<file path="src/rtl/h2f_vram_bridge_if.sv">
// Avalon-MM slave bus plus the h2f VRAM write port between the HPS bridge and the PPU.
// The bridge uses the slave modport; the CPU/PPU side (or a bench) uses master.
interface h2f_vram_bridge_if;
  localparam int unsigned AVS_AW = 14;
  localparam int unsigned DW     = 64;
  localparam int unsigned BEW    = 8;
  localparam int unsigned VAW    = 13;

  logic [AVS_AW-1:0] avs_address;
  logic              avs_write;
  logic [DW-1:0]     avs_writedata;
  logic [BEW-1:0]    avs_byteenable;
  logic              avs_read;
  logic [DW-1:0]     avs_readdata;
  logic              avs_readdatavalid;
  logic              avs_waitrequest;

  logic [VAW-1:0]    h2f_vram_wraddr;
  logic              h2f_vram_wren;
  logic [DW-1:0]     h2f_vram_wrdata;
  logic [BEW-1:0]    h2f_vram_byteena;
  logic              cpu_vram_wr_irq;
  logic              cpu_wr_busy;

  modport slave (
    input  avs_address, avs_write, avs_writedata, avs_byteenable, avs_read, cpu_wr_busy,
    output avs_readdata, avs_readdatavalid, avs_waitrequest,
    output h2f_vram_wraddr, h2f_vram_wren, h2f_vram_wrdata, h2f_vram_byteena, cpu_vram_wr_irq
  );

  modport master (
    output avs_address, avs_write, avs_writedata, avs_byteenable, avs_read, cpu_wr_busy,
    input  avs_readdata, avs_readdatavalid, avs_waitrequest,
    input  h2f_vram_wraddr, h2f_vram_wren, h2f_vram_wrdata, h2f_vram_byteena, cpu_vram_wr_irq
  );
endinterface

</file>
<file path="src/rtl/h2f_vram_bridge.sv">
// HPS-side h2f VRAM bridge: buffers CPU VRAM writes, drains them to the PPU while it is
// idle, and on commit fences the buffer, pulses the PPU irq and waits for its busy ack.
module h2f_vram_bridge #(
  parameter int unsigned FIFO_DEPTH  = 16,
  parameter int unsigned ACK_TIMEOUT = 1023
) (
  input  logic             clk,
  input  logic             rst_n,
  h2f_vram_bridge_if.slave bus
);
  localparam int unsigned AW = (FIFO_DEPTH > 1) ? $clog2(FIFO_DEPTH) : 1;
  localparam int unsigned CW = AW + 1;
  localparam int unsigned TW = (ACK_TIMEOUT > 1) ? $clog2(ACK_TIMEOUT + 1) : 1;

  typedef struct packed {
    logic [12:0] addr;
    logic [63:0] data;
    logic [7:0]  be;
  } entry_t;

  typedef enum logic [1:0] {IDLE, DRAIN, NOTIFY, WAIT_ACK} state_t;

  state_t          state;
  entry_t          mem [FIFO_DEPTH];
  logic [AW-1:0]   wr_ptr;
  logic [AW-1:0]   rd_ptr;
  logic [CW-1:0]   count;
  logic [TW-1:0]   ack_cnt;
  logic            ack_seen;
  logic            timeout;

  logic            empty_c;
  logic            full_c;
  logic            is_csr_c;
  logic            wr_ok_c;
  logic            wr_acc_c;
  logic            push_c;
  logic            pop_c;
  logic            commit_c;
  logic            clr_to_c;
  logic            rd_c;
  logic [63:0]     csr_word_c;
  entry_t          head_c;

  always_comb begin
    empty_c    = (count == '0);
    full_c     = (count == CW'(FIFO_DEPTH));
    is_csr_c   = bus.avs_address[13];
    wr_ok_c    = (state == IDLE) && (is_csr_c || !full_c);
    wr_acc_c   = bus.avs_write && wr_ok_c;
    push_c     = wr_acc_c && !is_csr_c && (bus.avs_byteenable != '0);
    pop_c      = ((state == IDLE) || (state == DRAIN)) && !empty_c && !bus.cpu_wr_busy;
    commit_c   = wr_acc_c && is_csr_c && bus.avs_writedata[0];
    clr_to_c   = wr_acc_c && is_csr_c && bus.avs_writedata[1];
    rd_c       = bus.avs_read && !bus.avs_write;
    head_c     = mem[rd_ptr];
    csr_word_c = {48'b0, 8'(count), 5'b0, timeout, (state != IDLE), empty_c};
  end

  // Writes stall only while a commit is in flight or the buffer is full.
  assign bus.avs_waitrequest = bus.avs_write && !wr_ok_c;

  // Buffer storage carries no reset; occupancy alone defines valid entries.
  always_ff @(posedge clk) begin
    if (push_c) begin
      mem[wr_ptr] <= '{addr: bus.avs_address[12:0],
                       data: bus.avs_writedata,
                       be:   bus.avs_byteenable};
    end
  end

  always_ff @(posedge clk or negedge rst_n) begin
    if (!rst_n) begin
      wr_ptr <= '0;
      rd_ptr <= '0;
      count  <= '0;
    end else begin
      if (push_c) wr_ptr <= wr_ptr + AW'(1);
      if (pop_c)  rd_ptr <= rd_ptr + AW'(1);
      case ({push_c, pop_c})
        2'b10:   count <= count + CW'(1);
        2'b01:   count <= count - CW'(1);
        default: count <= count;
      endcase
    end
  end

  // h2f write port: popped head is presented for exactly one cycle.
  always_ff @(posedge clk or negedge rst_n) begin
    if (!rst_n) begin
      bus.h2f_vram_wren    <= 1'b0;
      bus.h2f_vram_wraddr  <= '0;
      bus.h2f_vram_wrdata  <= '0;
      bus.h2f_vram_byteena <= '0;
    end else begin
      bus.h2f_vram_wren <= pop_c;
      if (pop_c) begin
        bus.h2f_vram_wraddr  <= head_c.addr;
        bus.h2f_vram_wrdata  <= head_c.data;
        bus.h2f_vram_byteena <= head_c.be;
      end
    end
  end

  // A read issued alongside a write is dropped entirely.
  always_ff @(posedge clk or negedge rst_n) begin
    if (!rst_n) begin
      bus.avs_readdatavalid <= 1'b0;
      bus.avs_readdata      <= '0;
    end else begin
      bus.avs_readdatavalid <= rd_c;
      bus.avs_readdata      <= (rd_c && is_csr_c) ? csr_word_c : '0;
    end
  end

  // Commit sequencing; the counter reaches ACK_TIMEOUT on the cycle the wait is abandoned.
  always_ff @(posedge clk or negedge rst_n) begin
    if (!rst_n) begin
      state               <= IDLE;
      bus.cpu_vram_wr_irq <= 1'b0;
      ack_cnt             <= '0;
      ack_seen            <= 1'b0;
      timeout             <= 1'b0;
    end else begin
      if (clr_to_c) timeout <= 1'b0;
      case (state)
        IDLE: begin
          if (commit_c) state <= DRAIN;
        end
        DRAIN: begin
          if (empty_c && !bus.h2f_vram_wren) begin
            state               <= NOTIFY;
            bus.cpu_vram_wr_irq <= 1'b1;
          end
        end
        NOTIFY: begin
          bus.cpu_vram_wr_irq <= 1'b0;
          state               <= WAIT_ACK;
          ack_cnt             <= '0;
          ack_seen            <= 1'b0;
        end
        WAIT_ACK: begin
          if (ack_seen) begin
            if (!bus.cpu_wr_busy) state <= IDLE;
          end else begin
            ack_cnt <= ack_cnt + TW'(1);
            if (bus.cpu_wr_busy) begin
              ack_seen <= 1'b1;
            end else if (ack_cnt == TW'(ACK_TIMEOUT - 1)) begin
              state   <= IDLE;
              timeout <= 1'b1;
            end
          end
        end
        default: state <= IDLE;
      endcase
    end
  end
endmodule

</file>
<file path="src/flat_wrapper.sv">
// flat-port wrapper written by rule: the top's interface ports become plain ports
module h2f_vram_bridge_flat 
#(
  parameter int unsigned FIFO_DEPTH  = 16,
  parameter int unsigned ACK_TIMEOUT = 1023
)
  (clk, rst_n, bus_avs_address, bus_avs_write, bus_avs_writedata, bus_avs_byteenable, bus_avs_read, bus_cpu_wr_busy, bus_avs_readdata, bus_avs_readdatavalid, bus_avs_waitrequest, bus_h2f_vram_wraddr, bus_h2f_vram_wren, bus_h2f_vram_wrdata, bus_h2f_vram_byteena, bus_cpu_vram_wr_irq);
  h2f_vram_bridge_if bus_i ();
  input  logic clk;
  input  logic rst_n;
  input wire logic [$bits(bus_i.avs_address)-1:0] bus_avs_address;
  input wire logic [$bits(bus_i.avs_write)-1:0] bus_avs_write;
  input wire logic [$bits(bus_i.avs_writedata)-1:0] bus_avs_writedata;
  input wire logic [$bits(bus_i.avs_byteenable)-1:0] bus_avs_byteenable;
  input wire logic [$bits(bus_i.avs_read)-1:0] bus_avs_read;
  input wire logic [$bits(bus_i.cpu_wr_busy)-1:0] bus_cpu_wr_busy;
  output wire logic [$bits(bus_i.avs_readdata)-1:0] bus_avs_readdata;
  output wire logic [$bits(bus_i.avs_readdatavalid)-1:0] bus_avs_readdatavalid;
  output wire logic [$bits(bus_i.avs_waitrequest)-1:0] bus_avs_waitrequest;
  output wire logic [$bits(bus_i.h2f_vram_wraddr)-1:0] bus_h2f_vram_wraddr;
  output wire logic [$bits(bus_i.h2f_vram_wren)-1:0] bus_h2f_vram_wren;
  output wire logic [$bits(bus_i.h2f_vram_wrdata)-1:0] bus_h2f_vram_wrdata;
  output wire logic [$bits(bus_i.h2f_vram_byteena)-1:0] bus_h2f_vram_byteena;
  output wire logic [$bits(bus_i.cpu_vram_wr_irq)-1:0] bus_cpu_vram_wr_irq;
  assign bus_i.avs_address = bus_avs_address;
  assign bus_i.avs_write = bus_avs_write;
  assign bus_i.avs_writedata = bus_avs_writedata;
  assign bus_i.avs_byteenable = bus_avs_byteenable;
  assign bus_i.avs_read = bus_avs_read;
  assign bus_i.cpu_wr_busy = bus_cpu_wr_busy;
  assign bus_avs_readdata = bus_i.avs_readdata;
  assign bus_avs_readdatavalid = bus_i.avs_readdatavalid;
  assign bus_avs_waitrequest = bus_i.avs_waitrequest;
  assign bus_h2f_vram_wraddr = bus_i.h2f_vram_wraddr;
  assign bus_h2f_vram_wren = bus_i.h2f_vram_wren;
  assign bus_h2f_vram_wrdata = bus_i.h2f_vram_wrdata;
  assign bus_h2f_vram_byteena = bus_i.h2f_vram_byteena;
  assign bus_cpu_vram_wr_irq = bus_i.cpu_vram_wr_irq;
  h2f_vram_bridge #(.FIFO_DEPTH(FIFO_DEPTH), .ACK_TIMEOUT(ACK_TIMEOUT)) u_core (.clk(clk), .rst_n(rst_n), .bus(bus_i));
endmodule
</file>
<file path="config.mk">
export PLATFORM = sky130hd
export DESIGN_NAME = h2f_vram_bridge_flat
export DESIGN_NICKNAME = d
export VERILOG_FILES = /design/src/rtl/h2f_vram_bridge_if.sv /design/src/rtl/h2f_vram_bridge.sv /design/src/flat_wrapper.sv
export SDC_FILE = /design/constraint.sdc
export NUM_CORES = 2
export LEC_CHECK = 0
export CAP_MARGIN = 20
export CORE_MARGIN = 3
export CORE_UTILIZATION = 60
export CTS_CLUSTER_DIAMETER = 60
export DETAILED_ROUTE_END_ITERATION = 8
export GPL_TIMING_DRIVEN = 0
export PLACE_DENSITY = 0.79
export SLEW_MARGIN = 25
export SYNTH_ARGS = -nofsm -noshare
export SYNTH_HDL_FRONTEND = slang
export SYNTH_SLANG_ARGS = --single-unit
</file>
<file path="constraint.sdc">
create_clock -name clk -period 12.68 [get_ports clk]
set_input_delay 1.268 -clock clk [delete_from_list [all_inputs] [get_ports clk]]
set_output_delay 1.268 -clock clk [all_outputs]
set_load 0.05 [all_outputs]
</file>
## Word level (Yosys, flattened, before mapping)

Memories as Yosys holds them, arrays and structs flattened. A register that Yosys moved wholly into a read port is not among the register bits.
Cells that the tools add are included.

| storage, ports and cells | value |
|---|---|
| bits in registers | 94 |
| memory bits (writable) | 1,360 |
| input bits | 91 |
| word-level logic and storage cells | 85 |
| memories | 1 |

| operators by class | value |
|---|---|
| add/subtract/negate cells | 5 |
| equality and inequality tests | 12 |
| multiplexer cells | 23 |
| reductions and logical operators | 33 |

Memories:

| memory | words | width | rd ports | clocked after Yosys merged registers in | wr ports | RTL line | RTL |
|---|---|---|---|---|---|---|---|
| u_core.mem | 16 | 85 | 1 | 1 | 1 | h2f_vram_bridge.sv:24 | `entry_t mem [FIFO_DEPTH];` |

Operator list:

| operator | number |
|---|---|
| $pmux W10 S2 | 1 |
| $logic_and A1 B1 Y1 | 13 |
| $mux W13 | 1 |
| $mux W2 | 6 |
| $add A10 B1 Y10 const B | 1 |
| $eq A10 B10 Y1 const B | 1 |
| $mux W1 | 10 |
| $mux W10 | 1 |
| $pmux W5 S2 | 1 |
| $add A4 B1 Y4 const B | 2 |
| $logic_not A1 Y1 | 8 |
| $pmux W2 S4 | 1 |
| $reduce_bool A2 Y1 | 4 |
| $reduce_bool A8 Y1 | 1 |
| $eq A2 B2 Y1 const B | 3 |
| $ne A2 B2 Y1 const B | 3 |
| $add A5 B1 Y5 const B | 1 |
| $eq A5 B5 Y1 const B | 1 |
| $logic_not A5 Y1 | 1 |
| $sub A5 B1 Y5 const B | 1 |
| $eq A2 B1 Y1 const B | 2 |
| $pmux W1 S2 | 2 |
| $reduce_and A2 Y1 | 2 |
| $reduce_and A4 Y1 | 1 |
| other kinds (4) | 5 |

## Longest topological paths before layout

| depth | value |
|---|---|
| word-level depth | 12 |
| mapped depth | 12 |

## Worst setup path after synthesis

No wires, ideal clock.

| timing path | value |
|---|---|
| path type | input port to flip-flop |
| start point | in bus_avs_address[13] |
| end point | mem u_core.mem[2][0] (netlist bit), enable pin |
| arrival time | 10.785 ns |
| data required time | 11.912 ns |
| path slack | 1.127 ns |
| cell stages on the path | 5 |
| buffers on the path | 1 |
| cells stage by stage | buf_6 -> a211oi_1 -> and2_4 -> inv_1 -> nor4b_1 |

| on the way | value |
|---|---|
| word-level cells in the longest chain between the ends | 7 |
| elaborated cells on any way between the ends | 8 |

RTL lines:

| element | RTL line | RTL |
|---|---|---|
| start, declared | flat_wrapper.sv:11 | `input wire logic [$bits(bus_i.avs_address)-1:0] bus_avs_address;` |
| $logic_or A1 B1 Y1 | h2f_vram_bridge.sv:49 | `wr_ok_c = (state == IDLE) && (is_csr_c \|\| !full_c);` |
| $logic_and A1 B1 Y1 | h2f_vram_bridge.sv:49 |  |
| $logic_and A1 B1 Y1 | h2f_vram_bridge.sv:50 | `wr_acc_c = bus.avs_write && wr_ok_c;` |
| $logic_and A1 B1 Y1 * (2 in a row) | h2f_vram_bridge.sv:51 | `push_c = wr_acc_c && !is_csr_c && (bus.avs_byteenable != '0);` |
| $mux W1 * | h2f_vram_bridge.sv:65 | `if (push_c) begin` |
| $mux W1 (not written as such) * | h2f_vram_bridge.sv:66 | `mem[wr_ptr] <= '{addr: bus.avs_address[12:0],` |
| end, declared | h2f_vram_bridge.sv:24 |  |

Every way passes the cells marked *; elsewhere a longest branch is shown, timed or not.

## Final worst setup path

| timing path | value |
|---|---|
| start point | in bus_cpu_wr_busy |
| end point | reg u_core.count[4] |

| on the way | value |
|---|---|
| word-level cells in the longest chain between the ends | 4 |
| elaborated cells on any way between the ends | 6 |

RTL lines:

| element | RTL line | RTL |
|---|---|---|
| start, declared | flat_wrapper.sv:16 | `input wire logic [$bits(bus_i.cpu_wr_busy)-1:0] bus_cpu_wr_busy;` |
| $logic_not A1 Y1 * | h2f_vram_bridge.sv:52 | `pop_c = ((state == IDLE) \|\| (state == DRAIN)) && !empty_c && !bus.cpu_wr_busy;` |
| $logic_and A1 B1 Y1 * | h2f_vram_bridge.sv:52 |  |
| named net u_core.pop_c | h2f_vram_bridge.sv:38 | `logic pop_c;` |
| $eq A2 B1 Y1 or $eq A2 B2 Y1 (tied branches) | h2f_vram_bridge.sv:80 | `case ({push_c, pop_c})` |
| $pmux W5 S2 or $reduce_bool A2 Y1 (tied branches) | - |  |
| end signal, assigned | h2f_vram_bridge.sv:81 | `2'b10: count <= count + CW'(1);` |
| end signal, assigned | h2f_vram_bridge.sv:82 | `2'b01: count <= count - CW'(1);` |
| end signal, assigned | h2f_vram_bridge.sv:83 | `default: count <= count;` |
| end, declared | h2f_vram_bridge.sv:27 | `logic [CW-1:0] count;` |

The timed path passes the listed nets; every way through them passes the cells marked *.
A chain may end at the register's enable or synchronous reset.

==> out/metrics.csv <==
stage,metric,value,unit
power_and_ir_drop,netSwitchingFraction,32.1,%
clock_tree,cts-root-buf,clkbuf_16,
finish,stdcell_area,65900,sq um
logic_synthesis,synth-simple-area-share,0.841,%
place,pre_cts_ws,6.89,ns
timing,finalCritPeriodShare,41.4,%
place,place_area,61100,sq um
routing,drc,0,
timing,min_period,5.25,ns
grt,grt-ovfl-total,0,
logic_synthesis,synth_mux_area_share,15.4,%
clock_tree,postCtsSetupBuffers,0,
timing,worst_pin_slew,1.10,ns
clock_tree,cts_tree,done,
critical_path,endpoint_kind,flip-flop,
routing,finalWirelength,144000,um
power_and_ir_drop,comb_power_share,30.9,%
logic_synthesis,synth_top_family_by_area,multiplexers,
finish,nNetsFinal,3123,
critical_path,crit_arrival,5.92,ns
critical_path,path_depth,11,
power_and_ir_drop,cellInternalPower,9.92,mW
finish,synthToLayoutAreaGrowth,17.1,%
finish,final_cells,4383,
critical_path,cpMaxStageDelayCell,clkbuf_1,
power_and_ir_drop,vdd.ir_drop.worst,0.000141,V
critical_path,cp_top_family,buffers and inverters,
critical_path,crit_type,in2reg,
timing,slew-limit-headroom,26.7,%
grt,grt_antenna_before_repair,6,
place,dp.cells,4111,
logic_synthesis,ys_warn_count,0,
power_and_ir_drop,pwr-share-clk,29.4,%
finish,fillCellCount,5029,
clock_tree,cts_hold_buf,0,
floorplan,die_w,312,um
critical_path,critPathRequiredTime,13.35,ns
routing,wl_per_cell,32.9,um
floorplan,pin_count,244,
clock_tree,clk_latency,0.75,ns
logic_synthesis,synthAdderAreaFrac,0.392,%
timing,fin_setup_tns,0,ns
critical_path,worstPathMaxFanout,11,
critical_path,cp-start-kind,primary input,
clock_tree,cts_inserted_buffers,145,
timing,setup_viol,0,
run,cap_violations,0,
routing,drtIter0Drc,4452,
logic_synthesis,synth_cells,2516,
timing,finClkSkew,0.0298,ns
logic_synthesis,synth-main-ff-cell,edfxtp_1,
place,port_buffers,186,
power_and_ir_drop,p_sw,4.69,mW
logic_synthesis,synth.distinct_cells,51,
critical_path,ff2ff_path_depth,12,
finish,layout_common_cells,"edfxtp_1 (1360), mux4_2 (340), clkdlybuf4s50_1 (185)",
floorplan,die_area,97500,sq um
grt,track_usage,30.0,%
critical_path,crit_chain,clkdlybuf4s50_1 > o21bai_1 > a21oi_1 > clkbuf_2 > clkbuf_1 > ha_1 > ha_1 > a21o_1 > a21oi_1 > mux2i_1 > xnor2_1,
timing,fmax,191,MHz
floorplan,core_area,92400,sq um
logic_synthesis,synth_area_per_cell,22.4,sq um
timing,hold_ws,0.447,ns
clock_tree,cts_buffer_depth,3,
clock_tree,cts.repair.resized,0,
routing,postRouteAntennaNets,0,
routing,drt_pass1_iterations,6,
timing,postLayoutSetupSlackWorst,7.43,ns
timing,final_max_slew_viol_count,0,
grt,grt_max_degree,68,
critical_path,slowest_delay,0.87,ns
routing,drt-vias-per-instance,6.73,
place,dp_hpwl,83300,um
logic_synthesis,synthXorXnorAreaFrac,0.234,%
run_status,status,"complete, no violations",
logic_synthesis,synth_area,56200,sq um
logic_synthesis,ys_seq_area_share,78.1,%
grt,first_global_vias,30938,
place,place_congestion,0.754,
finish,final_common_cell,edfxtp_1,
grt,grt_pass1_wl,211000,um
floorplan,initial_core_util,60.9,%
logic_synthesis,ys_seq_elements,1483,
routing,vias,29480,
clock_tree,cts.sinks,1483,
finish,drive_gt1_share,28.4,%
logic_synthesis,synth_compound_area_share,3.02,%
critical_path,path_buf_inv,3,
logic_synthesis,synth-edff-count,1360,
timing,rsz0062_at_grt,false,
floorplan,rows,111,
clock_tree,clkSlewWorstSetupHoldPaths,0.06,ns
timing,hold_viol,0,
clock_tree,htreeDepth,4,
power_and_ir_drop,p_leak,21.6,nW
power_and_ir_drop,pwr_density_cell,222,nW/um^2
floorplan,die_h,312,um
power_and_ir_drop,power_frac_seq,39.6,%
min_path,holdCritPathClass,in2async,
logic_synthesis,synthArstFlopShare,8.29,%
critical_path,r2r_slack,7.70,ns
## flip-flops by register name, summed over array words and instances, names as in the netlist, 2 cells and up
signal and count:
u_core.ack_cnt 10, u_core.bus.avs_readdata 8, u_core.state 2, u_core.wr_ptr 4, u_core.bus.h2f_vram_wrdata 64, u_core.bus.h2f_vram_byteena 8, u_core.rd_ptr 4, u_core.mem 1360
u_core.bus.h2f_vram_wraddr 13, u_core.count 5
## cells in the mapped netlist, drive strengths merged, types with 4 or more instances
cell type	instances	area share [%]
a21oi	92	0.82
and2	4	0.049
and3	6	0.069
and4	4	0.067
and4b	8	0.15
buf	121	1.5
clkbuf	75	0.50
dfrtp	123	5.5
edfxtp	1360	73
ha	16	0.36
inv	10	0.067
mux2	87	1.7
mux4	340	14
nand2	15	0.10
nand3	6	0.053
nor2	10	0.067
nor2b	4	0.044
nor4b	4	0.062
o21ai	13	0.12
o22ai	170	1.9
or3	4	0.053
xnor2	8	0.12
xor2	7	0.11
## power by group through the flow
stage	sequential, mW	combinational (mW)	clock [mW]
4_1_cts	5.79	4.51	4.33
5_1_grt	5.81	4.73	4.50
3_3_place_gp	5.90	4.22	0
6_report	5.79	4.52	4.30
2_1_floorplan	6.28	2.53	0
3_5_place_dp	5.88	4.39	0
## metrics by stage
| stage | total power [mW] | utilization (%) |
|---|---|---|
| 3_5_place_dp | 10.3 | 66.2 |
| 4_1_cts | 14.6 | 71.3 |
| 5_1_grt | 15.0 | 71.3 |
| 6_report | 14.6 | 71.3 |
| 2_1_floorplan | 8.81 | - |
| 3_3_place_gp | 10.1 | 64.8 |
## layout make-up
type	count	area [sq um]	area share (%)
multi-input cells	882	11500	17.4
clock buffers	196	4060	6.17
flip-flops and latches	1483	43900	66.7
diodes	4	10.0	0.0152
repair buffers	297	3040	4.61
plain buffers	196	1110	1.68
inverters	10	37.5	0.0570
well taps	1243	1560	2.36
clock inverters	72	704	1.07
## per-layer routing
metal / global-route usage (%) / up-vias / wire length (um)
met5: 0 / - / 7
met4: 13.8 / 2 / 6670
met3: 6.89 / 394 / 16200
met2: 48.4 / 2379 / 71900
met1: 39.8 / 15187 / 49300
li1: - / 11518 / -
## path summary, 6_finish.rpt
path	start	end
setup / recovery	bus_cpu_wr_busy	u_core.count[4]$_DFFE_PN0P_
setup reg to reg	u_core.state[0]$_DFFE_PN0P_	u_core.count[4]$_DFFE_PN0P_
min in group clk	u_core.count[4]$_DFFE_PN0P_	u_core.bus.avs_readdata[0]$_DFF_PN0_
hold / removal	rst_n	u_core.ack_cnt[4]$_DFFE_PN0P_
max in group asynchronous	rst_n	u_core.bus.h2f_vram_wrdata[45]$_DFFE_PN0P_
hold reg to reg	u_core.count[4]$_DFFE_PN0P_	u_core.bus.avs_readdata[0]$_DFF_PN0_
## logic make-up (layout without fill, tap and decap cells)
| group | Yosys count | in the layout |
|---|---|---|
| AND/OR/NAND/NOR | 76 | 76 |
| other | 1 | 60 |
| buffers and inverters | 206 | 771 |
| adder cells (fa/ha/maj) | 17 | 17 |
| multiplexers | 429 | 429 |
| AO/OA/AOI/OAI | 289 | 289 |
| flip-flops | 1483 | 1483 |
| XOR/XNOR | 15 | 15 |
(Power assumes the default switching activity.)
